## src/rtl/ra_bist_chk_sdr_if.sv

```systemverilog
// ra_bist_chk_sdr_if: control, read-port taps and status of the SDR 2R1W 64x72 read-response checker.
interface ra_bist_chk_sdr_if;
   logic [31:0] ctl;
   logic        rd0_enb;
   logic [5:0]  rd0_adr;
   logic [71:0] rd0_dat;
   logic        rd1_enb;
   logic [5:0]  rd1_adr;
   logic [71:0] rd1_dat;
   logic [31:0] status;
   logic        fail;
   modport master (output ctl, rd0_enb, rd0_adr, rd0_dat, rd1_enb, rd1_adr, rd1_dat, input status, fail);
   modport slave (input ctl, rd0_enb, rd0_adr, rd0_dat, rd1_enb, rd1_adr, rd1_dat, output status, fail);
endinterface

```

## src/rtl/ra_bist_chk_sdr.sv

```systemverilog
// ra_bist_chk_sdr: tracks reads on both array ports for RD_LAT cycles and checks returned data
// against the pattern captured at issue, keeping a saturating fail count and first-fail record.
module ra_bist_chk_sdr #(
   parameter int RD_LAT = 1
) (
   input logic clk,
   input logic reset,
   ra_bist_chk_sdr_if.slave bus
);
   typedef enum logic [1:0] {IDLE, RUN, DRAIN} state_t;
   // stages that will still hold an entry after the next edge (all but the exiting one)
   localparam logic [RD_LAT-1:0] live = RD_LAT'((64'd1 << (RD_LAT - 1)) - 64'd1);
   state_t state, state_nxt;
   logic [RD_LAT-1:0] vld0, vld1;
   logic [8:0] trk0 [RD_LAT];
   logic [8:0] trk1 [RD_LAT];
   logic [71:0] d0, d1;
   logic [16:0] sum;
   logic [15:0] cnt;
   logic [5:0] ff_adr;
   logic [6:0] ff_bit;
   logic ff_port, fail_q, clr, iss0, iss1, m0, m1, pend, unused_ctl;
   function automatic logic [71:0] exp_word(input logic [8:0] t);
      logic [71:0] e;
      e = t[7:6] == 2'd0 ? '0 : t[7:6] == 2'd1 ? '1 :
          t[7:6] == 2'd2 ? (t[0] ? {36{2'b01}} : {36{2'b10}}) : {12{t[5:0]}};
      return e ^ {72{t[8]}};
   endfunction
   function automatic logic [6:0] low_bit(input logic [71:0] d);
      logic [6:0] b;
      b = '0;
      for (int i = 71; i >= 0; i--) if (d[i]) b = 7'(i);
      return b;
   endfunction
   assign unused_ctl = ^bus.ctl[31:7];
   assign clr = reset | bus.ctl[1];
   assign iss0 = bus.rd0_enb & bus.ctl[0] & ~bus.ctl[1] & ~bus.ctl[5];
   assign iss1 = bus.rd1_enb & bus.ctl[0] & ~bus.ctl[1] & ~bus.ctl[6];
   assign d0 = exp_word(trk0[RD_LAT-1]) ^ bus.rd0_dat;
   assign d1 = exp_word(trk1[RD_LAT-1]) ^ bus.rd1_dat;
   assign m0 = vld0[RD_LAT-1] & |d0;
   assign m1 = vld1[RD_LAT-1] & |d1;
   assign pend = |((vld0 | vld1) & live);
   assign sum = {1'b0, cnt} + 17'(m0) + 17'(m1);
   assign bus.status = {state != IDLE, fail_q, ff_port, ff_adr, ff_bit, cnt};
   assign bus.fail = fail_q;
   always_comb begin
      state_nxt = state;
      state_nxt = bus.ctl[0] ? RUN : (state != IDLE && pend) ? DRAIN : IDLE;
   end
   always_ff @(posedge clk) begin
      state <= clr ? IDLE : state_nxt;
   end
   always_ff @(posedge clk) begin
      if (clr) begin
         vld0 <= '0;
         vld1 <= '0;
      end else begin
         vld0[0] <= iss0;
         vld1[0] <= iss1;
         for (int i = 1; i < RD_LAT; i++) begin
            vld0[i] <= vld0[i-1];
            vld1[i] <= vld1[i-1];
         end
      end
   end
   // settings ride with the request so later ctl changes leave in-flight compares alone
   always_ff @(posedge clk) begin
      trk0[0] <= {bus.ctl[4:2], bus.rd0_adr};
      trk1[0] <= {bus.ctl[4:2], bus.rd1_adr};
      for (int i = 1; i < RD_LAT; i++) begin
         trk0[i] <= trk0[i-1];
         trk1[i] <= trk1[i-1];
      end
   end
   always_ff @(posedge clk) begin
      if (clr) begin
         cnt <= '0;
         fail_q <= 1'b0;
         ff_port <= 1'b0;
         ff_adr <= '0;
         ff_bit <= '0;
      end else begin
         cnt <= sum[16] ? 16'hFFFF : sum[15:0];
         if (!fail_q && (m0 || m1)) begin
            fail_q <= 1'b1;
            ff_port <= ~m0;
            ff_adr <= m0 ? trk0[RD_LAT-1][5:0] : trk1[RD_LAT-1][5:0];
            ff_bit <= low_bit(m0 ? d0 : d1);
         end
      end
   end
endmodule
```

## src/flat_wrapper.sv

```systemverilog
// flat-port wrapper written by rule: the top's interface ports become plain ports
module ra_bist_chk_sdr_flat 
#(
   parameter int RD_LAT = 1
)
  (clk, reset, bus_ctl, bus_rd0_enb, bus_rd0_adr, bus_rd0_dat, bus_rd1_enb, bus_rd1_adr, bus_rd1_dat, bus_status, bus_fail);
  ra_bist_chk_sdr_if bus_i ();
  input logic clk;
  input logic reset;
  input wire logic [$bits(bus_i.ctl)-1:0] bus_ctl;
  input wire logic [$bits(bus_i.rd0_enb)-1:0] bus_rd0_enb;
  input wire logic [$bits(bus_i.rd0_adr)-1:0] bus_rd0_adr;
  input wire logic [$bits(bus_i.rd0_dat)-1:0] bus_rd0_dat;
  input wire logic [$bits(bus_i.rd1_enb)-1:0] bus_rd1_enb;
  input wire logic [$bits(bus_i.rd1_adr)-1:0] bus_rd1_adr;
  input wire logic [$bits(bus_i.rd1_dat)-1:0] bus_rd1_dat;
  output wire logic [$bits(bus_i.status)-1:0] bus_status;
  output wire logic [$bits(bus_i.fail)-1:0] bus_fail;
  assign bus_i.ctl = bus_ctl;
  assign bus_i.rd0_enb = bus_rd0_enb;
  assign bus_i.rd0_adr = bus_rd0_adr;
  assign bus_i.rd0_dat = bus_rd0_dat;
  assign bus_i.rd1_enb = bus_rd1_enb;
  assign bus_i.rd1_adr = bus_rd1_adr;
  assign bus_i.rd1_dat = bus_rd1_dat;
  assign bus_status = bus_i.status;
  assign bus_fail = bus_i.fail;
  ra_bist_chk_sdr #(.RD_LAT(RD_LAT)) u_core (.clk(clk), .reset(reset), .bus(bus_i));
endmodule
```

## config.mk

```make
export PLATFORM = sky130hd
export DESIGN_NAME = ra_bist_chk_sdr_flat
export DESIGN_NICKNAME = d
export VERILOG_FILES = /design/src/rtl/ra_bist_chk_sdr_if.sv /design/src/rtl/ra_bist_chk_sdr.sv /design/src/flat_wrapper.sv
export SDC_FILE = /design/constraint.sdc
export NUM_CORES = 1
export LEC_CHECK = 0
export ABC_AREA = 1
export CAP_MARGIN = 20
export CELL_PAD_IN_SITES_DETAIL_PLACEMENT = 1
export CELL_PAD_IN_SITES_GLOBAL_PLACEMENT = 2
export CORE_ASPECT_RATIO = 0.8
export CORE_MARGIN = 2
export CORE_UTILIZATION = 22
export DETAILED_ROUTE_END_ITERATION = 16
export GPL_TIMING_DRIVEN = 0
export PLACE_DENSITY_LB_ADDON = 0.1
export SKIP_LAST_GASP = 1
export SYNTH_ARGS = -nofsm -noshare
export SYNTH_HDL_FRONTEND = slang
export SYNTH_SLANG_ARGS = --single-unit
```

## constraint.sdc

```tcl
create_clock -name clk -period 6.85 [get_ports clk]
set_clock_uncertainty 0.1 [all_clocks]
set_input_delay 0.685 -clock clk [delete_from_list [all_inputs] [get_ports clk]]
set_output_delay 0.685 -clock clk [all_outputs]
set_load 0.005 [all_outputs]
```

== Yosys cells after proc, flatten, opt, wreduce, memory -nomap -nowiden ==
Memories as Yosys holds them, arrays and structs flattened.
Index checks and enable logic that the tools add are counted.
Word-level totals
  bits in registers: 35
  memory bits (writable): 18
  bits of input ports: 192
  output and inout bits: 33
  logic and storage cells: 125
  memories kept: 2
Operators by class
  add/subtract/negate cells: 2
  eq/ne operators: 4
  multiplexer cells: 84
  bitwise operators: 17
  reduce and logical (&&, ||, !) cells: 8
Memories
  u_core.trk0: depth 1, bits a word 9, read ports 1, clocked after Yosys merged registers in 0, wr ports 1, RTL line ra_bist_chk_sdr.sv:15  | logic [8:0] trk0 [RD_LAT];
  u_core.trk1: depth 1, bits a word 9, read ports 1, clocked after Yosys merged registers in 0, wr ports 1, RTL line ra_bist_chk_sdr.sv:16  | logic [8:0] trk1 [RD_LAT];
Operators by type and width (count)
  72-bit two-way mux: 9
  7-bit two-way mux: 72
  72-bit XOR: 4
  72-bit OR reduction: 2
  16-bit by 1-bit adder with 17-bit output: 1
  17-bit by 1-bit adder with 17-bit output: 1
  16-bit two-way mux: 1
  1-bit bitwise AND: 8
  6-bit two-way mux: 1
  2-bit by 1-bit equality test with 1-bit output (second input constant): 2
  2-bit equality test (second input constant): 2
  2-bit logical NOT: 2
  1-bit inverter: 4
  2-bit nonzero test: 1
  1-bit logical AND: 1
  1-bit logical NOT: 1
  1-bit logical OR: 1
  1-bit two-way mux: 1
  1-bit OR: 1

== Depth between registers and ports, before layout ==
Gate-level depths: netlist of the first run.
An unclocked memory read counts as a cell.
  depth after elaboration: 82
  gate-level depth with buffers: 90
  gate-level depth less buffers: 89

== Worst setup path before layout of the first run ==
Ideal clock, no wire load.
  kind: register to register
  start: memory u_core.trk1[0][7]
  end: register u_core.ff_bit[0]
  library setup time: 131 ps
  arrival: 4827 ps
  data required time: 6619 ps
  slack: 1792 ps
  stages on the path, launching flop included: 86
  buffers on the path: 3
  period minus slack after synthesis: 5058 ps
  cells stage by stage: dfxtp_1 > buf_4 > nand3_2 > nand2_1 > nand2_1 > nand2_1 > buf_6 > xor2_1 > nand2_1 > nor2_1 > nand2_1 > nor2_1 > nand2_2 > nand2_4 > buf_4 > nand2_1 > o21ai_1 > nand2_1 > [... 50 more ...] > nand2_1 > nand2_1 > nand2_1 > nand2_1 > nand2_1 > nand2_1 > nand2_1 > nand2_1 > nand2_1 > nand2_1 > nand2_1 > nand2_1 > nand2_1 > nand2_1 > nand2_1 > nand2_1 > nand2_1 > a21oi_2
Between the ends
  word-level cells in the longest chain between the ends: 80
  elaborated cells on any way between the ends: 86
  classes of those cells: eq/ne (2); mux (76); bitwise (3); reduce/logical (4); memory (1)
RTL lines
  start, declared: RTL line ra_bist_chk_sdr.sv:16
  memory 1 x 9 bit (*)
  2-bit equality test: RTL line ra_bist_chk_sdr.sv:26  | t[7:6] == 2'd2 ? (t[0] ? {36{2'b01}} : {36{2'b10}}) : {12{t[5:0]}};
  72-bit two-way mux: RTL line ra_bist_chk_sdr.sv:26
  72-bit two-way mux: RTL line ra_bist_chk_sdr.sv:25  | e = t[7:6] == 2'd0 ? '0 : t[7:6] == 2'd1 ? '1 :
  72-bit two-way mux (*): RTL line ra_bist_chk_sdr.sv:25
  72-bit XOR (*): RTL line ra_bist_chk_sdr.sv:27  | return e ^ {72{t[8]}};
  72-bit XOR (*): RTL line ra_bist_chk_sdr.sv:40  | assign d1 = exp_word(trk1[RD_LAT-1]) ^ bus.rd1_dat;
  72-bit two-way mux: RTL line ra_bist_chk_sdr.sv:89  | ff_bit <= low_bit(m0 ? d0 : d1);
  7-bit two-way mux (72 in series): RTL line ra_bist_chk_sdr.sv:32  | for (int i = 71; i >= 0; i--) if (d[i]) b = 7'(i);
  end signal, assigned: RTL line ra_bist_chk_sdr.sv:89
  end, declared: RTL line ra_bist_chk_sdr.sv:21  | logic [6:0] ff_bit;
Every way passes the cells marked *; elsewhere a longest branch is shown, timed or not.
A chain may end at the register's enable or synchronous reset.

== Final worst setup path of the first run ==
  start: memory u_core.trk0[0][8]
  end: register u_core.ff_bit[5]
Between the ends
  word-level cells in the longest chain between the ends: 77
  elaborated cells on any way between the ends: 79
  classes of those cells: mux (72); bitwise (3); reduce/logical (3); memory (1)
RTL lines
  start, declared: RTL line ra_bist_chk_sdr.sv:15
  memory 1 x 9 bit (*)
  72-bit XOR (*): RTL line ra_bist_chk_sdr.sv:27
  72-bit XOR (*): RTL line ra_bist_chk_sdr.sv:39  | assign d0 = exp_word(trk0[RD_LAT-1]) ^ bus.rd0_dat;
  72-bit OR reduction: RTL line ra_bist_chk_sdr.sv:41  | assign m0 = vld0[RD_LAT-1] & |d0;
  1-bit bitwise AND: RTL line ra_bist_chk_sdr.sv:41
  72-bit two-way mux: RTL line ra_bist_chk_sdr.sv:89
  7-bit two-way mux (71 in series): RTL line ra_bist_chk_sdr.sv:32
Marked as above.

==> results.toml, run 1 <==
[timing]
transition_time_of_the_tightest_slew_check_pin_ns = 0.9832
relSlewSlack = 0.3446
drv_slew = 0
totalNegativeSetupSlack_ns = 0
finalCritPeriodShare = 0.9240
final.hold.worst_slack_ns = 0.3677
timing.final.setup_violations = 0
clock.fmax_mhz = 158.0
fin_ws_ns = 0.5208
layout_min_cycle_time_ns = 6.329
setup_repair_after_global_routing_missed_its_margin = "true"
finalHoldViolations = 0

[route]
first_iter_violations = 393
drt_drc_violations_left = 0
drt-wirelength-per-cell_um = 18.29
drtAntennaViolNets = 0
vias_per_cell = 4.408
drt_pass1_iterations = 5
number_of_vias_in_the_routed_layout = 7776
routed_wl_um = 32270

[worst_setup_path]
worstPathMaxFanout = 10
cell_family_with_the_largest_share_of_critical_path_delay = "buffers and inverters"
critical_path_type = "reg -> reg"
worstPathRequired_ns = 6.97
timing.critical_path.slowest_cell_delay_ns = 0.47
worstPathBufferInverterCount = 10
worst_ep_arrival_time_ns = 6.45
cp_slowest_cell = "clkbuf_1"
worstSetupEndpointType = "flip-flop"
worstSetupStartpointType = "flip-flop"

[cts]
clkLatencyLatePin_ns = 0.29
tritoncts.num_buffers = 5
clk_transition_reported_paths_ns = 0.07
clk_path_buf_depth = 2
clk_root_buffer_cell = "clkbuf_16"
tritoncts = "built"
cts_num_sinks = 49
cts.htree.levels = 2

[layout]
instances_no_fill = 1764
n_antenna_cell = 0
final_layout_size_suffix_gt1_frac = 0.1155
synth_to_final_area_change_pct = 48.26
design.final.nets = 1587

[die]
die_y_um = 156.2
fp.dieArea_um2 = 30340
top_level_ports = 225
placement_rows = 55
initial_utilization = 0.2247
core_um2 = 28350
die_width_um = 194.2

[placed_design]
post-place-ws_ns = -0.3259
dp_hpwl_um = 27950
globalplace.congestion = 0.8604
place.detailed.instances = 1740
port_buffers = 199

[global_routing]
grt_antenna_before_repair = 1
first_global_vias = 7845
grt_start_max_net_pins = 16
grt_pass1_wl_um = 47560
grt_remaining_overflow = 0
grt.total_usage = 0.2071

[power_and_ir_drop]
leakagePower_nw = 4.665
cellPowerDensity_nw_per_um2 = 146.1
total_power_mw = 1.379
peakVddDrop_mv = 0.07292

[worst_hold_path]
worst_hold_path_type = "reg -> reg"

[logic_synthesis]
flops_latches_synth = 49
synth.yosys.warnings = 0
mappedNetlistArea_um2 = 6370
postSynthNetCount = 1365
synth_edf_count = 0
postSynthAreaPerCell_um2 = 5.440
synthDistinctLibCells = 41
netlist_instances = 1171
postSynth.topFlopCell = "dfxtp_1"
yosysSeqAreaShare = 0.1540
asyncSetResetFlopFracSynth = 0

[run]
max_cap_viol_count = 0

[run_status]
outcome = "completed"
[per-stage QoR]
step	instance area (um2)	utilization
after floorplan	6370	-
after global placement	8825	0.3113
after detailed placement	8825	0.3113
after CTS	9011	0.3178
after global routing	9444	0.3331
final	9444	0.3331
[registers in the layout, indices dropped and copies added, names as in the netlist]
name and flops:
u_core.vld0 1, u_core.trk1 8, u_core.ff_bit 7, u_core.bus.fail 1
u_core.state 1, u_core.cnt 16, u_core.vld1 1, u_core.ff_adr 6
u_core.trk0 7, u_core.ff_port 1
[per-layer routing]
layer	part of all wire	routed length (um)	GRT usage	vias up
li1	-	-	-	4003
met4	0.0049	157	0.01623	0
met3	0.038	1240	0.02356	11
met2	0.42	13550	0.3193	156
met5	0	0	0	-
met1	0.54	17320	0.3175	3606
[cell families (layout without fill, tap and decap cells)]
| kind of cell | Yosys count | in the layout | share of synthesized area |
|---|---|---|---|
| buf+inv | 256 | 477 | 0.1585 |
| xor+xnor | 101 | 101 | 0.1412 |
| simple gates | 635 | 637 | 0.4329 |
| compound gates | 128 | 128 | 0.1082 |
| fa+ha+maj | 2 | 2 | 0.005107 |
| flops | 49 | 49 | 0.1540 |
[worst reg2reg max path: stages, from the launching register on]
cell      delay (ns)
dfxtp_2         0.41
buf_2           0.31
nand3_1         0.20
nand2_4         0.22
nand2_1         0.08
nand2_1         0.17
nor2_1          0.07
nand2_1         0.07
nor2_1          0.05
nand2_1         0.07
nor2_2          0.05
nand2_2         0.10
nand2_4         0.12
inv_4           0.12
buf_2           0.22
clkbuf_2        0.25
clkbuf_1        0.41
clkbuf_1        0.47
clkbuf_1        0.40
clkbuf_1        0.42
clkbuf_1        0.43
clkbuf_2        0.38
o21ai_0         0.17
nor2_1          0.16
nand2_1         0.09
nor4_1          0.45
nand3_1         0.13
a21oi_1         0.14
[synth_stat cells, types with 3 or more instances]
cell	instances	share of area
a21oi_1	16	0.013
a31oi_1	11	0.011
buf_2	3	0.0024
buf_4	6	0.0071
buf_6	3	0.0053
clkbuf_1	24	0.014
dfxtp_1	49	0.15
inv_1	209	0.12
inv_2	9	0.0053
nand2_1	380	0.22
nand2_2	12	0.012
nand2_4	3	0.0053
nand3_1	60	0.047
nand3_2	3	0.0047
nand4_1	20	0.020
nor2_1	83	0.049
nor3_1	9	0.0071
nor4_1	10	0.0098
o21ai_0	85	0.067
o21ai_1	5	0.0039
or2_1	4	0.0039
or2_2	46	0.045
xnor2_1	4	0.0055
xor2_1	95	0.13
[area by class of cell]
| class | instances | area, um2 |
|---|---|---|
| fillers | 3716 | 18910 |
| multi-input cells | 868 | 4654 |
| repair buffers | 213 | 2107 |
| flip-flops and latches | 49 | 991.0 |
| inverters | 220 | 834.6 |
| well taps | 370 | 462.9 |
| plain buffers | 36 | 217.7 |
| clock buffers | 6 | 138.9 |
| clock inverters | 2 | 37.54 |
[cells in the final DEF (no fill, tap or decap), types with 13 or more instances in the layout]
master           netlist  routed
a21oi_1               16      16
buf_4                  6      14
clkbuf_1              24      21
clkdlybuf4s50_1        0     199
dfxtp_1               49      45
inv_1                209     209
nand2_1              380     360
nand2_2               12      21
nand2_4                3      13
nand3_1               60      55
nand4_1               20      20
nor2_1                83      80
o21ai_0               85      83
or2_2                 46      46
xor2_1                95      89
[power breakdown]
part | switching [mW] | leakage [nW] | internal [mW]
combinational | 0.484 | 4.18 | 0.300
sequential | 0.00486 | 0.401 | 0.291
clock | 0.117 | 0.0831 | 0.183
total | 0.606 | 4.67 | 0.774
[final timing paths]
path	slack (ns)	from	endpoint	cells past startpoint
setup reg to reg	0.52	u_core.trk0[0][8]	u_core.ff_bit[5]	27
setup / recovery	0.52	u_core.trk0[0][8]	u_core.ff_bit[5]	27
hold reg to reg	0.37	u_core.ff_bit[5]	u_core.ff_bit[5]	2
hold / removal	0.37	u_core.ff_bit[5]	u_core.ff_bit[5]	2
[what timing repair did]
item                       CTS  global route
pin swaps                    0            14
hold buffers                 0             0
setup endpoints to repair   12            23
gates resized for setup      4            81
gates cloned                 0             4
setup buffers                0            12
hold endpoints to repair     0             0
Note: power is estimated with default switching activity, not from simulation.
==> run 2, diff against run 1 <==
Settings changed: CELL_PAD_IN_SITES_DETAIL_PLACEMENT 1 to not set, CELL_PAD_IN_SITES_GLOBAL_PLACEMENT 2 to not set, CORE_MARGIN 2 to 5, CORE_UTILIZATION 22 to 47, PLACE_DENSITY set to 0.83, PLACE_DENSITY_LB_ADDON 0.1 to not set.
==> run 2 against run 1 <==
Sequential power about the same. Largest cell class unchanged. Clock power decreased by 9.7%. Via count increased by 3.6%. Core utilization increased by 34 points. Register-to-register slack got worse by 0.05 ns.
==> results.toml, run 2 (synthesis results as in run 1) <==
[route]
drt_pass1_iterations = 5
routed_wl_um = 25960
first_iter_violations = 627
drt_drc_violations_left = 0
drtAntennaViolNets = 0
number_of_vias_in_the_routed_layout = 8059
vias_per_cell = 5.156
drt-wirelength-per-cell_um = 16.61

[placed_design]
place_area_um2 = 8587
post-place-ws_ns = 0.05478
port_buffers = 199
dp_hpwl_um = 21760
globalplace.congestion = 1.031

[worst_setup_path]
worstSetupStartpointType = "flip-flop"
critical-path-top-cell-by-count = "clkbuf_1"
worst_ep_arrival_time_ns = 6.49
critical_path_type = "reg -> reg"
worstSetupEndpointType = "flip-flop"
timing.critical_path.slowest_cell_delay_ns = 0.46
worstPathMaxFanout = 10
cp_slowest_cell = "fa_1"
worstPathRequired_ns = 6.97

[power_and_ir_drop]
peakVddDrop_mv = 0.1160
comb_power_share = 0.566
seqPwrFrac = 0.227
leakagePower_nw = 4.577
internal_power_uw = 752.8
total_power_mw = 1.304
cellPowerDensity_nw_per_um2 = 144.6
power.share.clock = 0.207
p_switching_uw = 550.9
switching_share = 0.4226

[layout]
synth_to_final_area_change_pct = 41.56
n_antenna_cell = 0
most_common_cell_after_layout_fill_and_taps_aside = "nand2_1"
fin_area_um2 = 9017
biggestRegsByFlops = "u_core.cnt x16, u_core.trk1 x8"
layout.cells.most_common_list = "nand2_1 (366), inv_1 (209), clkdlybuf4s50_1 (199)"
max_reg_flops = 16
final_layout_size_suffix_gt1_frac = 0.1020
largest-register = "u_core.cnt"
final_core_utilization = 0.6725
design.final.nets = 1577

[cts]
cts.htree.levels = 2
cts_num_sinks = 49
clk_transition_reported_paths_ns = 0.07
tritoncts.num_buffers = 5
tritoncts = "built"
clkLatencyLatePin_ns = 0.29
clk_path_buf_depth = 2
clk_root_buffer_cell = "clkbuf_16"

[timing]
clock.fmax_mhz = 156.8
drv_slew = 0
finalCritPeriodShare = 0.9308
final.hold.worst_slack_ns = 0.3641
timing.final.setup_violations = 0
finalHoldViolations = 0
relSlewSlack = 0.4696
fin_ws_ns = 0.4744
layout_min_cycle_time_ns = 6.376
transition_time_of_the_tightest_slew_check_pin_ns = 0.7956

[die]
fp.dieArea_um2 = 16000
top_level_ports = 225
die_width_um = 140.2
initial_utilization = 0.4751
core_um2 = 13410
placement_rows = 38
die_y_um = 114.1

[global_routing]
grt_pass1_wl_um = 38250
grt_antenna_before_repair = 0
grt.total_usage = 0.3062
grt_remaining_overflow = 0
grt_start_max_net_pins = 15
first_global_vias = 7341

[run_status]
outcome = "completed"

[run]
max_cap_viol_count = 0

[worst_hold_path]
worst_hold_path_type = "reg -> reg"
==> run 2: cell count changes in the layout (fill, tap and decap cells not counted), sizes merged <==
cell,change
nand3,-1
buf,-10
clkinvlp,-1
clkinv,+1
==> run 2: metal layers <==
metal  vias to the layer above  GRT usage  routed length [um]
li1                       3994          -                   -
met5                         -          0                   0
met4                         0    0.07166                 538
met2                       378     0.4821               11220
met1                      3640     0.4320               11630
met3                        47    0.06305                2572
==> run 2: worst paths after layout <==
path / slack, ns / start / endpoint / cells after the start
max: 0.47 / u_core.trk0[0][8] / u_core.cnt[7] / 29
min: 0.36 / u_core.ff_bit[5] / u_core.ff_bit[5] / 2
max reg2reg: 0.47 / u_core.trk0[0][8] / u_core.cnt[7] / 29
min reg2reg: 0.36 / u_core.ff_bit[5] / u_core.ff_bit[5] / 2
==> run 2: per-stage QoR <==
step	cells	setup TNS, ns
after floorplan	1171	0
after global placement	1550	0
after detailed placement	1550	0
after CTS	1557	0
after global routing	1563	-0.01637
final	1563	0
==> run 2: worst max-delay path, delay by kind of cell, from the launching register on <==
family / cells / cell delay [ns]
adder cells (fa/ha/maj): 2 / 0.64
AND/OR/NAND/NOR: 15 / 2.26
buffers and inverters: 11 / 2.72
flip-flops: 1 / 0.35
AO/OA/AOI/OAI: 1 / 0.23
==> run 2: power by group through the flow <==
stage | combinational (mW) | clock, mW | sequential, mW
global route | 0.807 | 0.287 | 0.296
global placement | 0.684 | 0 | 0.301
floorplan | 0.430 | 0 | 0.300
CTS | 0.694 | 0.273 | 0.295
finish | 0.738 | 0.270 | 0.296
detailed placement | 0.691 | 0 | 0.302
==> run 2: layout make-up <==
type,instances,area (um2)
clock inverters,2,35.03
clock buffers,5,125.1
repair buffers,204,2047
fillers,1261,4390
inverters,220,825.8
multi-input cells,867,4558
plain buffers,36,210.2
flip-flops and latches,49,991.0
well taps,180,225.2
==> run 2: timing repair <==
action | in CTS | in global routing
hold endpoints to repair | 0 | 0
setup endpoints to repair | 0 | 20
setup buffers | 0 | 3
hold buffers | 0 | 0
resized for setup | 0 | 64
